$ cat src/rtl/instr_fetch.sv
// Instruction fetch unit: program memory loaded word by word in LOAD mode,
// then instructions are issued one at a time with a Valid/Ready handshake.
// The processor acknowledges each issued word with a Done pulse.
module instr_fetch #(
  parameter int DEPTH = 16,  // number of program words, power of two
  localparam int AW = (DEPTH > 1) ? $clog2(DEPTH) : 1
) (
  input  logic          Clock,
  input  logic          Resetn,
  input  logic          Load,
  input  logic          WrEn,
  input  logic [AW-1:0] WrAddr,
  input  logic [15:0]   WrData,
  input  logic          Run,
  input  logic          Ready,
  input  logic          Done,
  output logic [15:0]   DIN,
  output logic          Valid,
  output logic [AW-1:0] PC,
  output logic [2:0]    State,
  output logic [7:0]    InstrCount
);

  typedef enum logic [2:0] {
    S_IDLE  = 3'd0,
    S_LOAD  = 3'd1,
    S_FETCH = 3'd2,
    S_ISSUE = 3'd3,
    S_WAIT  = 3'd4
  } state_t;

  state_t          state, state_next;
  logic [15:0]     mem [DEPTH];
  logic [DEPTH-1:0] mask;
  logic [15:0]     rd_data;
  logic [AW-1:0]   pc;
  logic [7:0]      count;

  // State register.
  // NOTE: sequential state is updated with <= so every flop samples the
  // pre-edge values regardless of block ordering.
  always_ff @(posedge Clock or negedge Resetn) begin
    if (!Resetn) state <= S_IDLE;
    else         state <= state_next;
  end

  // Next-state decode.
  // NOTE: state_next is defaulted first so no path leaves it unassigned,
  // which would infer a latch.
  always_comb begin
    state_next = state;
    unique case (state)
      S_IDLE: begin
        if (Load)     state_next = S_LOAD;
        else if (Run) state_next = S_FETCH;
      end
      S_LOAD: begin
        if (!Load) state_next = S_IDLE;
      end
      S_FETCH: begin
        state_next = Run ? S_ISSUE : S_IDLE;
      end
      S_ISSUE: begin
        // A completed handshake wins: once transferred, the word must finish.
        if (Ready)     state_next = S_WAIT;
        else if (!Run) state_next = S_IDLE;
      end
      S_WAIT: begin
        if (Done) state_next = Run ? S_FETCH : S_IDLE;
      end
      default: state_next = S_IDLE;
    endcase
  end

  // Outputs: the word is only exposed while it is being offered.
  always_comb begin
    Valid = (state == S_ISSUE);
    DIN   = Valid ? rd_data : 16'h0000;
  end

  // Program memory write port, active only in LOAD.
  // NOTE: the storage array has no reset; the written mask below is what
  // makes post-reset contents read as zero.
  always_ff @(posedge Clock) begin
    if (state == S_LOAD && WrEn) mem[WrAddr] <= WrData;
  end

  // Written mask, cleared by reset.
  always_ff @(posedge Clock or negedge Resetn) begin
    if (!Resetn)                        mask         <= '0;
    else if (state == S_LOAD && WrEn)   mask[WrAddr] <= 1'b1;
  end

  // Synchronous read in FETCH; unwritten entries read as zero.
  always_ff @(posedge Clock or negedge Resetn) begin
    if (!Resetn)               rd_data <= 16'h0000;
    else if (state == S_FETCH) rd_data <= mask[pc] ? mem[pc] : 16'h0000;
  end

  // PC and completed-instruction counter.
  always_ff @(posedge Clock or negedge Resetn) begin
    if (!Resetn) begin
      pc    <= '0;
      count <= 8'd0;
    end else if (state == S_LOAD && !Load) begin
      pc <= '0;
    end else if (state == S_WAIT && Done) begin
      pc <= pc + AW'(1);
      if (count != 8'hFF) count <= count + 8'd1;
    end
  end

  assign PC         = pc;
  assign State      = state;
  assign InstrCount = count;

endmodule

$ cat config.mk
export PLATFORM = sky130hd
export DESIGN_NAME = instr_fetch
export DESIGN_NICKNAME = d
export VERILOG_FILES = /design/src/rtl/instr_fetch.sv
export SDC_FILE = /design/constraint.sdc
export NUM_CORES = 1
export LEC_CHECK = 0
export BUFFER_PORTS_ARGS = -buffer_cell sky130_fd_sc_hd__buf_2
export CAP_MARGIN = 20
export CORE_MARGIN = 1.5
export CORE_UTILIZATION = 65
export CTS_BUF_LIST = sky130_fd_sc_hd__clkbuf_4 sky130_fd_sc_hd__clkbuf_8 sky130_fd_sc_hd__clkbuf_16
export DETAILED_ROUTE_END_ITERATION = 6
export MAX_ROUTING_LAYER = met4
export PLACE_DENSITY = 0.84
export SLEW_MARGIN = 10
export SYNTH_ARGS = -nofsm -noshare
export SYNTH_HDL_FRONTEND = slang
export SYNTH_SLANG_ARGS = --single-unit
$ cat constraint.sdc
create_clock -name Clock -period 5 [get_ports Clock]
set_input_delay 0.25 -clock Clock [delete_from_list [all_inputs] [get_ports Clock]]
set_output_delay 0.25 -clock Clock [all_outputs]
set_load 0.1 [all_outputs]
==> flow_results.xml <==
<?xml version="1.0" encoding="UTF-8"?>
<metrics>
  <group name="global_route">
    <metric name="globalRoute.totalOverflow" unit="">0</metric>
    <metric name="grt_first_pass_wirelength" unit="mm">39.6</metric>
    <metric name="initial_antenna_violation_count" unit="">0</metric>
    <metric name="first_global_vias" unit="">6310</metric>
    <metric name="gr-usage-all-layers" unit="%">31.4</metric>
    <metric name="grt_start_max_net_pins" unit="">48</metric>
  </group>
  <group name="floorplanning">
    <metric name="core-area" unit="um^2">17500</metric>
    <metric name="floorplan.io_pins" unit="">59</metric>
    <metric name="floorplan.die_area" unit="um^2">18900</metric>
    <metric name="die_x" unit="um">137</metric>
    <metric name="standard_cell_row_count" unit="">48</metric>
    <metric name="chipHeight" unit="um">137</metric>
    <metric name="start_util" unit="%">67.2</metric>
  </group>
  <group name="cells_and_area">
    <metric name="post_route_cells_drive_above_1_share" unit="%">36.5</metric>
    <metric name="area_delta_synth_final" unit="%">14.5</metric>
    <metric name="nNetsFinal" unit="">698</metric>
    <metric name="diodes" unit="">0</metric>
    <metric name="nFillCells" unit="">895</metric>
    <metric name="layout.cells.most_common" unit="">sky130_fd_sc_hd__edfxtp_1</metric>
    <metric name="layout_common_cells" unit="">256 x sky130_fd_sc_hd__edfxtp_1, 66 x sky130_fd_sc_hd__mux4_2, 58 x sky130_fd_sc_hd__buf_2, 45 x sky130_fd_sc_hd__dfrtp_1, 32 x sky130_fd_sc_hd__a22oi_1</metric>
  </group>
  <group name="sta">
    <metric name="fin_crit_sh" unit="%">58.0</metric>
    <metric name="final-setup-viol-count" unit="">0</metric>
    <metric name="period_minus_slack" unit="ps">2900</metric>
    <metric name="final.setup_skew" unit="ps">7.37</metric>
    <metric name="slew_headroom" unit="%">27.1</metric>
    <metric name="hold_violations" unit="">0</metric>
    <metric name="setup_tns" unit="ps">0</metric>
    <metric name="rsz_0062_raised_after_global_routing" unit="">no</metric>
    <metric name="achievable-frequency" unit="MHz">345</metric>
    <metric name="timing_worst_slew_pin_value" unit="ps">1090</metric>
    <metric name="final_max_slew_viol_count" unit="">0</metric>
  </group>
  <group name="clock_tree">
    <metric name="cts_num_sinks" unit="">303</metric>
    <metric name="ctsLongestPathBuffers" unit="">3</metric>
    <metric name="postcts_setup_bufs" unit="">0</metric>
    <metric name="ctsHtreeMaxLevel" unit="">1</metric>
    <metric name="clkLatencyLatePin" unit="ps">530</metric>
    <metric name="clk_pin_slew" unit="ps">60</metric>
    <metric name="tritoncts_clock_tree" unit="">built</metric>
    <metric name="cts-root-buf" unit="">sky130_fd_sc_hd__clkbuf_16</metric>
    <metric name="cts_buffer_count" unit="">29</metric>
  </group>
  <group name="yosys">
    <metric name="ys_warn_count" unit="">0</metric>
    <metric name="syn-instance-count" unit="">582</metric>
    <metric name="avgSynthCellArea" unit="um^2">20.2</metric>
    <metric name="mappedNetlistArea" unit="um^2">11700</metric>
    <metric name="yosysSeqAreaShare" unit="%">75.5</metric>
    <metric name="synth.lib_cells_used.distinct" unit="">44</metric>
    <metric name="count_of_flip_flops_with_a_built_in_enable_after_synthesis" unit="">256</metric>
    <metric name="number_of_nets_produced_by_synthesis" unit="">611</metric>
    <metric name="synth.ff_latch_count" unit="">303</metric>
    <metric name="synthFlopType" unit="">sky130_fd_sc_hd__edfxtp_1</metric>
    <metric name="async_reset_ff_share" unit="%">15.5</metric>
  </group>
  <group name="placed_design">
    <metric name="post-dp-hpwl" unit="mm">14.2</metric>
    <metric name="placement.io_buffers" unit="">58</metric>
    <metric name="routabilityCongestion" unit="">0.759</metric>
  </group>
  <group name="detailed_routing">
    <metric name="initial_drt_pass_iterations" unit="">5</metric>
    <metric name="route.final.wire_length" unit="mm">27.1</metric>
    <metric name="drt-initial-drc-count" unit="">810</metric>
    <metric name="dr_total_vias" unit="">6283</metric>
    <metric name="detail-route-antenna-nets" unit="">0</metric>
    <metric name="avgViaCountPerCell" unit="">6.87</metric>
    <metric name="route.detailed.drc" unit="">0</metric>
    <metric name="route.detailed.wl_per_inst" unit="um">29.6</metric>
  </group>
  <group name="setup_path">
    <metric name="crit_start" unit="">State[1]</metric>
    <metric name="r2r-start" unit="">State[2]</metric>
    <metric name="crit_type" unit="">register to primary output</metric>
    <metric name="cp.arrival" unit="ps">2650</metric>
    <metric name="worst_ep_required_time" unit="ps">4750</metric>
    <metric name="path_max_fanout" unit="">10</metric>
    <metric name="critPathCaptureType" unit="">primary output</metric>
    <metric name="worstSetupStartpointType" unit="">register</metric>
  </group>
  <group name="status">
    <metric name="run_status" unit="">finished, final reports clean</metric>
  </group>
  <group name="power">
    <metric name="power.total" unit="mW">5.71</metric>
    <metric name="p_leak" unit="nW">4.66</metric>
    <metric name="p_per_area" unit="nW/um^2">425</metric>
    <metric name="peakVddDrop" unit="V">0.000345</metric>
  </group>
  <group name="hold_path">
    <metric name="hold_path.startpoint" unit="">Load</metric>
    <metric name="hold_class" unit="">input port to register</metric>
  </group>
  <group name="job">
    <metric name="drv.max_cap_violation_count" unit="">0</metric>
  </group>
</metrics>
==> cell families after synthesis <==
kind of cell    count (synthesis)  synth area share (%)
simple gates                  107                  4.92
compound gates                 57                  4.16
mux                            71                  13.1
buf+inv                        32                  1.34
fa+ha+maj                       2                 0.213
flops                         303                  75.5
xor+xnor                       10                 0.746
==> sequential cells by signal (all words and copies together) (netlist names) <==
name        flops
mem           256
mask           16
rd_data        16
InstrCount      8
PC              4
State           3
==> power by group <==
part	internal [mW]	switching (mW)
clock	1.30	0.875
sequential	2.86	0.107
combinational	0.243	0.316
total	4.41	1.30
==> Yosys cell counts, drive strengths merged (3+ instances only) <==
| master | instances | area share, % |
|---|---|---|
| a22o | 17 | 1.4 |
| mux4 | 66 | 13 |
| nand4 | 3 | 0.16 |
| nor2b | 3 | 0.16 |
| xor2 | 4 | 0.30 |
| a22oi | 32 | 2.0 |
| buf | 16 | 0.82 |
| edfxtp | 256 | 65 |
| and2 | 17 | 0.91 |
| mux2i | 4 | 0.34 |
| nand3 | 4 | 0.17 |
| clkbuf | 14 | 0.46 |
| nand2 | 23 | 0.74 |
| nor3 | 4 | 0.17 |
| or2 | 16 | 0.85 |
| nand2b | 3 | 0.16 |
| nor2 | 21 | 0.67 |
| xnor2 | 6 | 0.45 |
| dfrtp | 47 | 10 |
| nand3b | 3 | 0.19 |
==> worst max-delay path, cell delays in order, from the launching register on <==
cell and delay [ps]:
sky130_fd_sc_hd__dfrtp_1 460, sky130_fd_sc_hd__inv_1 120, sky130_fd_sc_hd__nor3b_2 650, sky130_fd_sc_hd__buf_6 250, sky130_fd_sc_hd__and2_1 190, sky130_fd_sc_hd__buf_2 440
==> per-stage QoR <==
stage | worst slack (ps) | cells | hold slack [ps] | util, % | instance area (um^2)
after CTS | 2130 | 913 | 14.8 | 76.7 | 13400
after global routing | 2030 | 915 | 31.3 | 76.9 | 13400
after floorplan | 1280 | 582 | -45.6 | - | 11700
final | 2100 | 915 | 26.9 | 76.9 | 13400
after global placement | 2350 | 856 | 440 | 70.8 | 12400
after detailed placement | 2300 | 858 | 310 | 71.0 | 12400
==> layer usage <==
layer  part of all wire [%]  vias to the layer above  track usage, %
met5                      0                        -               -
met4                    3.7                        0            12.7
met3                     12                       84            5.33
met2                     48                      453            48.2
met1                     37                     3215            43.1
li1                       -                     2531               -
==> layout make-up <==
cell class,instances,area [um^2],share of cell area (%)
Sequential cell,303,8870,66.0
Inverter,2,7.51,0.0559
Multi-Input combinational cell,247,2770,20.6
Clock inverter,4,42.5,0.317
Clock buffer,48,922,6.86
Tap cell,225,282,2.10
Timing Repair Buffer,86,541,4.02
==> repair_timing <==
| item | 4_1_cts | 5_1_grt |
|---|---|---|
| gates resized for setup | 0 | 0 |
| hold buffers | 3 | 0 |
| endpoints found under the hold margin | 26 | 0 |
==> worst paths after layout <==
check	end	slack, ps	cells after the start
min in group asynchronous	mask[7]	290	2
worst max register to register	mem[0][11]	2240	5
worst min-delay path	PC[2]	30	3
worst min register to register	mask[2]	470	1
worst max-delay path	DIN[10]	2100	5
max in group asynchronous	rd_data[15]	4140	3
Note: power is estimated with default switching activity, not from simulation.
